--- src/rtl/anita3_event_header_reader_pkg.sv ---
//------------------------------------------------------------------------------
// Module : anita3_event_header_reader_pkg
// Brief  : Shared widths, defaults and FSM encoding for the event header reader.
//          EVHDR_CHECKSUM_EN adds the CHECKSUM state.
// Rev    : 1.0  initial release
//------------------------------------------------------------------------------
`default_nettype none

package anita3_event_header_reader_pkg;

  localparam int HDR_ADDR_BITS  = 6;
  localparam int BUF_BITS       = 2;
  localparam int NUM_WORDS_DFLT = 22;

  typedef enum logic [2:0] {
    ST_IDLE     = 3'd0,
    ST_LOAD     = 3'd1,
    ST_ISSUE    = 3'd2,
    ST_WAIT     = 3'd3,
    ST_PRESENT  = 3'd4,
`ifdef EVHDR_CHECKSUM_EN
    ST_CHECKSUM = 3'd5,
`endif
    ST_RELEASE  = 3'd6
  } state_t;

endpackage

`default_nettype wire

--- src/rtl/evhdr_queue.sv ---
//------------------------------------------------------------------------------
// Module : evhdr_queue
// Brief  : Synchronous FIFO of pending buffer numbers with count/full/empty.
// Rev    : 1.0  initial release
//------------------------------------------------------------------------------
`default_nettype none

module evhdr_queue
  import anita3_event_header_reader_pkg::*;
#(
  parameter int DEPTH = 4,
  parameter int WIDTH = BUF_BITS,
  localparam int PW   = $clog2(DEPTH),
  localparam int CW   = $clog2(DEPTH + 1)
) (
  input  logic             clk33_i,
  input  logic             rst_n_i,
  input  logic             push_i,
  input  logic [WIDTH-1:0] din_i,
  input  logic             pop_i,
  output logic [WIDTH-1:0] dout_o,
  output logic [CW-1:0]    count_o,
  output logic             full_o,
  output logic             empty_o
);

  logic [WIDTH-1:0] r_mem [DEPTH];
  logic [PW-1:0]    r_wr_ptr;
  logic [PW-1:0]    r_rd_ptr;
  logic [CW-1:0]    r_count;
  logic             w_push_ok;
  logic             w_pop_ok;

  // A full queue still accepts a push when the head leaves in the same cycle.
  assign w_push_ok = push_i && (!full_o || pop_i);
  assign w_pop_ok  = pop_i && !empty_o;

  assign dout_o  = r_mem[r_rd_ptr];
  assign count_o = r_count;
  assign full_o  = (r_count == CW'(DEPTH));
  assign empty_o = (r_count == '0);

  always_ff @(posedge clk33_i) begin
    if (!rst_n_i) begin
      r_wr_ptr <= '0;
      r_rd_ptr <= '0;
      r_count  <= '0;
    end else begin
      if (w_push_ok) begin
        r_mem[r_wr_ptr] <= din_i;
        r_wr_ptr        <= r_wr_ptr + PW'(1);
      end
      if (w_pop_ok) begin
        r_rd_ptr <= r_rd_ptr + PW'(1);
      end
      case ({w_push_ok, w_pop_ok})
        2'b10:   r_count <= r_count + CW'(1);
        2'b01:   r_count <= r_count - CW'(1);
        default: r_count <= r_count;
      endcase
    end
  end

endmodule

`default_nettype wire

--- src/rtl/anita3_event_header_reader.sv ---
//------------------------------------------------------------------------------
// Module : anita3_event_header_reader
// Brief  : Queues completed event buffers and streams their header words out,
//          releasing each buffer afterwards. EVHDR_CHECKSUM_EN appends a sum word.
// Rev    : 1.0  initial release
//------------------------------------------------------------------------------
`default_nettype none

module anita3_event_header_reader
  import anita3_event_header_reader_pkg::*;
#(
  parameter int NUM_WORDS   = NUM_WORDS_DFLT,
  parameter int QUEUE_DEPTH = 4
) (
  input  logic                               clk33_i,
  input  logic                               rst_n_i,
  input  logic                               event_done_i,
  input  logic [BUF_BITS-1:0]                event_buffer_i,
  output logic [BUF_BITS+HDR_ADDR_BITS-1:0]  hdr_addr_o,
  output logic                               hdr_rd_o,
  input  logic [15:0]                        hdr_dat_i,
  output logic [15:0]                        out_dat_o,
  output logic                               out_valid_o,
  input  logic                               out_ready_i,
  output logic                               out_last_o,
  output logic                               release_o,
  output logic [BUF_BITS-1:0]                release_buffer_o,
  output logic [$clog2(QUEUE_DEPTH+1)-1:0]   pending_o,
  output logic                               overflow_o
);

  localparam logic [HDR_ADDR_BITS-1:0] c_last_word = HDR_ADDR_BITS'(NUM_WORDS - 1);

  state_t                             r_state;
  logic [BUF_BITS-1:0]                r_buf;
  logic [HDR_ADDR_BITS-1:0]           r_word;
  logic [BUF_BITS+HDR_ADDR_BITS-1:0]  r_hdr_addr;
  logic                               r_hdr_rd;
  logic [15:0]                        r_out_dat;
  logic                               r_out_valid;
  logic                               r_out_last;
  logic                               r_release;
  logic [BUF_BITS-1:0]                r_release_buf;
  logic                               r_overflow;
`ifdef EVHDR_CHECKSUM_EN
  logic [15:0]                        r_sum;
`endif

  logic                               w_pop;
  logic                               w_full;
  logic                               w_empty;
  logic [BUF_BITS-1:0]                w_q_buf;
  logic [$clog2(QUEUE_DEPTH+1)-1:0]   w_pending;

  assign w_pop = (r_state == ST_LOAD);

  evhdr_queue #(
    .DEPTH (QUEUE_DEPTH),
    .WIDTH (BUF_BITS)
  ) u_queue (
    .clk33_i (clk33_i),
    .rst_n_i (rst_n_i),
    .push_i  (event_done_i),
    .din_i   (event_buffer_i),
    .pop_i   (w_pop),
    .dout_o  (w_q_buf),
    .count_o (w_pending),
    .full_o  (w_full),
    .empty_o (w_empty)
  );

  // A pulse is dropped only when full and the head is not leaving this cycle.
  always_ff @(posedge clk33_i) begin
    if (!rst_n_i) begin
      r_overflow <= 1'b0;
    end else if (event_done_i && w_full && !w_pop) begin
      r_overflow <= 1'b1;
    end
  end

  always_ff @(posedge clk33_i) begin
    if (!rst_n_i) begin
      r_state       <= ST_IDLE;
      r_buf         <= '0;
      r_word        <= '0;
      r_hdr_addr    <= '0;
      r_hdr_rd      <= 1'b0;
      r_out_dat     <= '0;
      r_out_valid   <= 1'b0;
      r_out_last    <= 1'b0;
      r_release     <= 1'b0;
      r_release_buf <= '0;
`ifdef EVHDR_CHECKSUM_EN
      r_sum         <= '0;
`endif
    end else begin
      r_hdr_rd  <= 1'b0;
      r_release <= 1'b0;
      case (r_state)
        ST_IDLE: begin
          if (!w_empty) r_state <= ST_LOAD;
        end
        ST_LOAD: begin
          r_buf      <= w_q_buf;
          r_word     <= '0;
          r_hdr_rd   <= 1'b1;
          r_hdr_addr <= {w_q_buf, {HDR_ADDR_BITS{1'b0}}};
`ifdef EVHDR_CHECKSUM_EN
          r_sum      <= '0;
`endif
          r_state    <= ST_ISSUE;
        end
        ST_ISSUE: begin
          r_state <= ST_WAIT;
        end
        ST_WAIT: begin
          r_out_dat   <= hdr_dat_i;
          r_out_valid <= 1'b1;
`ifdef EVHDR_CHECKSUM_EN
          r_out_last  <= 1'b0;
          r_sum       <= r_sum + hdr_dat_i;
`else
          r_out_last  <= (r_word == c_last_word);
`endif
          r_state     <= ST_PRESENT;
        end
        ST_PRESENT: begin
          if (out_ready_i) begin
            r_out_valid <= 1'b0;
            r_out_last  <= 1'b0;
            if (r_word != c_last_word) begin
              r_word     <= r_word + HDR_ADDR_BITS'(1);
              r_hdr_rd   <= 1'b1;
              r_hdr_addr <= {r_buf, r_word + HDR_ADDR_BITS'(1)};
              r_state    <= ST_ISSUE;
            end else begin
`ifdef EVHDR_CHECKSUM_EN
              r_out_dat   <= r_sum;
              r_out_valid <= 1'b1;
              r_out_last  <= 1'b1;
              r_state     <= ST_CHECKSUM;
`else
              r_release     <= 1'b1;
              r_release_buf <= r_buf;
              r_state       <= ST_RELEASE;
`endif
            end
          end
        end
`ifdef EVHDR_CHECKSUM_EN
        ST_CHECKSUM: begin
          if (out_ready_i) begin
            r_out_valid   <= 1'b0;
            r_out_last    <= 1'b0;
            r_release     <= 1'b1;
            r_release_buf <= r_buf;
            r_state       <= ST_RELEASE;
          end
        end
`endif
        ST_RELEASE: begin
          r_state <= ST_IDLE;
        end
        default: begin
          r_state <= ST_IDLE;
        end
      endcase
    end
  end

  assign hdr_addr_o       = r_hdr_addr;
  assign hdr_rd_o         = r_hdr_rd;
  assign out_dat_o        = r_out_dat;
  assign out_valid_o      = r_out_valid;
  assign out_last_o       = r_out_last;
  assign release_o        = r_release;
  assign release_buffer_o = r_release_buf;
  assign pending_o        = w_pending;
  assign overflow_o       = r_overflow;

endmodule

`default_nettype wire

--- config.mk ---
export PLATFORM = sky130hd
export DESIGN_NAME = anita3_event_header_reader
export DESIGN_NICKNAME = d
export VERILOG_FILES = /design/src/rtl/anita3_event_header_reader_pkg.sv /design/src/rtl/evhdr_queue.sv /design/src/rtl/anita3_event_header_reader.sv
export SDC_FILE = /design/constraint.sdc
export NUM_CORES = 1
export LEC_CHECK = 0
export CAP_MARGIN = 30
export CORE_MARGIN = 1.5
export CORE_UTILIZATION = 55
export CTS_CLUSTER_SIZE = 8
export DETAILED_ROUTE_END_ITERATION = 6
export DONT_BUFFER_PORTS = 1
export PLACE_DENSITY_LB_ADDON = 0.08
export SETUP_SLACK_MARGIN = 0.1
export SLEW_MARGIN = 5
export SYNTH_ARGS = -nofsm -noshare
export SYNTH_HDL_FRONTEND = slang
export SYNTH_HIERARCHICAL = 1
export SYNTH_SLANG_ARGS = --single-unit
--- constraint.sdc ---
create_clock -name clk33_i -period 2.4 [get_ports clk33_i]
set_input_delay 0.48 -clock clk33_i [delete_from_list [all_inputs] [get_ports clk33_i]]
set_output_delay 0.48 -clock clk33_i [all_outputs]
set_load 0.005 [all_outputs]
==> run summary <==
outcome = completed
unrepaired setup endpoints after global routing = false
Yosys cell types = 43
PortBufs = 0
drt wl/cell = 15.63 µm
Max Clock Skew = 4.669 ps
largest family of logic cells by synthesized area = simple AND/OR/NAND/NOR gates
final hold violation count = 0
Final nets = 261
Final ANT Viol Nets = 0
Core ar. = 3971 µm²
CP Class = register to register
Hold Path Depth = 0
Die Width = 67.15 µm
pre-CTS setup slack = 95.26 ps
Worst Path Arrival = 2410 ps
wirelength, routed = 4.407 mm
FF+latch count, synth = 53
largest net degree at the start of global routing = 23
r2r setup slk = 230 ps
total grt overflow = 0
Critical Path End Type = register
Die H = 67.15 µm
vias per inst = 5.723
vias in the first global route = 1444
synthesized area per cell = 9.798 µm²
Initial Util = 56.99%
Post-synth EDFFs = 8
leading area contributor after synthesis = dfxtp_1
async set-or-reset flop fraction in the synthesized netlist = 0%
antenna violations before repair = 0
register area share after synthesis = 50.41%
clk_lat worst skew = 300 ps
Max VDD drop = 0.0004613 V
global-route wire length before repair = 6.637 mm
fin crit period = 2168 ps
commonest non-fill, non-tap cell in the layout = nand2_1
Slew Limit Fails = 0
Worst Tran Pin Value = 649.6 ps
Synth Area in XOR/XNOR = 0.7739%
hold path startpoint = event_buffer_i[0]
Compound-Gate Fraction of Synth Area = 11.89%
First-pass DRT Iterations = 4
DRC viols = 0
Worst setup SP type = register
DR vias = 1614
Most used DFF post-synth = dfxtp_1
final setup slack of the worst path = 231.6 ps
I/O pin count = 56
Placer Congestion = 0.7687
CTS clk-pin slew, worst paths = 90 ps
mux share of post-synthesis cell area = 5.970%
Syn Nets = 261
fin crit share = 90.35%
Worst slew margin = 56.55%
Cell Area, Synth = 2263 µm²
MaxCap Viol Count = 0
worst reg2reg path depth = 10
# setup viols final = 0
share of the synthesized area in the top cell type = 39.80%
crit-path max FO = 4
f_max = 461.2 MHz
RR Startpoint = r_state[0]$_SDFFE_PN0P_
RR Endpoint = u_queue/count_o[2]$_SDFFE_PN0P_
Tot GR Track Use = 19.57%
static leakage = 0.8138 nW
Hold WC Path Type = primary input to register
Crit path required time = 2640 ps
HPWL reported at the end of detailed placement = 3.268 mm
clk buf depth = 2
Mapped Cells = 231
setup tns final = 0 ps
warning count from the yosys run = 6
layout cell share with drive strength beyond 1 = 12.07%
total CTS buffers = 5
htree depth = 2
Std-Cell Rows = 23
clock sink count = 53
n_diodes = 0
Root Buffer = clkbuf_8
commonest cells after routing, fill and taps aside = nand2_1, dfxtp_1, a21oi_1, o21ai_0
CTS tree = built
Simple-Gate Fraction of Synth Area = 21.84%
Starting DRT DRC Count = 74
DIE AREA = 4509 µm²
P&R area growth vs syn = 5.417%
Min-Delay Endpoint = u_queue/r_mem[0][0]$_DFFE_PP_
Pwr per Cell Area = 861.9 nW/µm²
Synth area leaders = dfxtp_1, edfxtp_1, nand2_1
Post-Synth Adder-Cell Area = 4.754%
power breakdown:
group | leakage [nW] | switching [mW] | internal, mW
registers | 0.438 | 0.108 | 1.00
clock network | 0.0450 | 0.272 | 0.203
logic | 0.331 | 0.275 | 0.197
total | 0.814 | 0.654 | 1.40
flip-flops by register name (all words and copies together), names as in the netlist, named ones only:
signal            count
out_valid_o           1
overflow_o            1
u_queue/r_mem         8
hdr_addr_o            3
release_o             1
u_queue/r_rd_ptr      2
out_last_o            1
r_buf                 2
r_state               3
out_dat_o            16
u_queue/r_wr_ptr      2
release_buffer_o      2
u_queue/count_o       3
hdr_rd_o              1
r_word                5
area by class of cell:
class	instances	area [µm²]
Timing Repair Buffer	3	22.52
Multi-Input combinational cell	157	1033
Sequential cell	53	1144
Clock inverter	2	10.01
Clock buffer	6	72.57
Fill cell	340	1585
Inverter	11	41.29
Tap cell	50	62.56
cell usage after synthesis (all sizes together) (4+ instances only):
cell / number
nor3: 5
inv: 11
a21oi: 23
o21ai: 10
or3: 4
nor2: 10
a21boi: 4
edfxtp: 8
buf: 6
nand3: 4
and3: 4
dfxtp: 45
mux2i: 9
ha: 7
nand2: 48
clkbuf: 4
what timing repair did:
| action | CTS | global route |
|---|---|---|
| gates resized for setup | 1 | 5 |
| hold buffers | 0 | 0 |
| endpoints found under the setup margin | 1 | 1 |
| buffers inserted | 0 | 0 |
cells by family after synthesis:
group | Yosys count
flops | 53
xor+xnor | 2
compound gates | 45
simple gates | 91
mux | 11
buf+inv | 21
fa+ha+maj | 8
through the flow:
stage / util (%) / power, mW / instance area, µm² / std cells / hold slack, ps
global placement: 57.75 / 1.541 / 2293 / 274 / 463.4
detailed placement: 57.75 / 1.584 / 2293 / 274 / 466.0
floorplan: - / 1.470 / 2266 / 231 / 452.7
global route: 60.08 / 2.172 / 2386 / 282 / 252.4
CTS: 59.83 / 2.054 / 2376 / 282 / 267.4
finish: 60.08 / 2.057 / 2386 / 282 / 268.8
worst max path at each step:
| stage | startpoint | end | slack (ps) | cells after the start |
|---|---|---|---|---|
| 2_1_floorplan | r_state[0]$_SDFFE_PN0P_ | u_queue/count_o[2]$_SDFFE_PN0P_ | 110 | 10 |
| 3_3_place_gp | r_state[0]$_SDFFE_PN0P_ | u_queue/count_o[2]$_SDFFE_PN0P_ | 240 | 10 |
| 3_5_place_dp | r_state[0]$_SDFFE_PN0P_ | u_queue/count_o[2]$_SDFFE_PN0P_ | 100 | 10 |
| 4_1_cts | r_state[0]$_SDFFE_PN0P_ | u_queue/count_o[2]$_SDFFE_PN0P_ | 110 | 10 |
| 5_1_grt | r_state[0]$_SDFFE_PN0P_ | u_queue/count_o[2]$_SDFFE_PN0P_ | 120 | 10 |
| 6_report | r_state[0]$_SDFFE_PN0P_ | u_queue/count_o[2]$_SDFFE_PN0P_ | 230 | 10 |
worst max-delay path: stages, from the launching register on:
cell and delay [ps]:
dfxtp_2 370, inv_2 80, nor3_4 200, inv_2 90
nor2_4 120, ha_2 210, inv_1 60, fa_1 370
xor2_1 160, or3_1 300, a21boi_1 130
layer usage:
metal	up-vias	track usage (%)	part of all wire (%)
li1	791	-	-
met1	752	21.93	40
met2	65	34.90	51
met3	6	6.833	7.7
met4	0	5.867	0.77
met5	-	0	0
No activity file was read; power rests on OpenSTA's default activity.
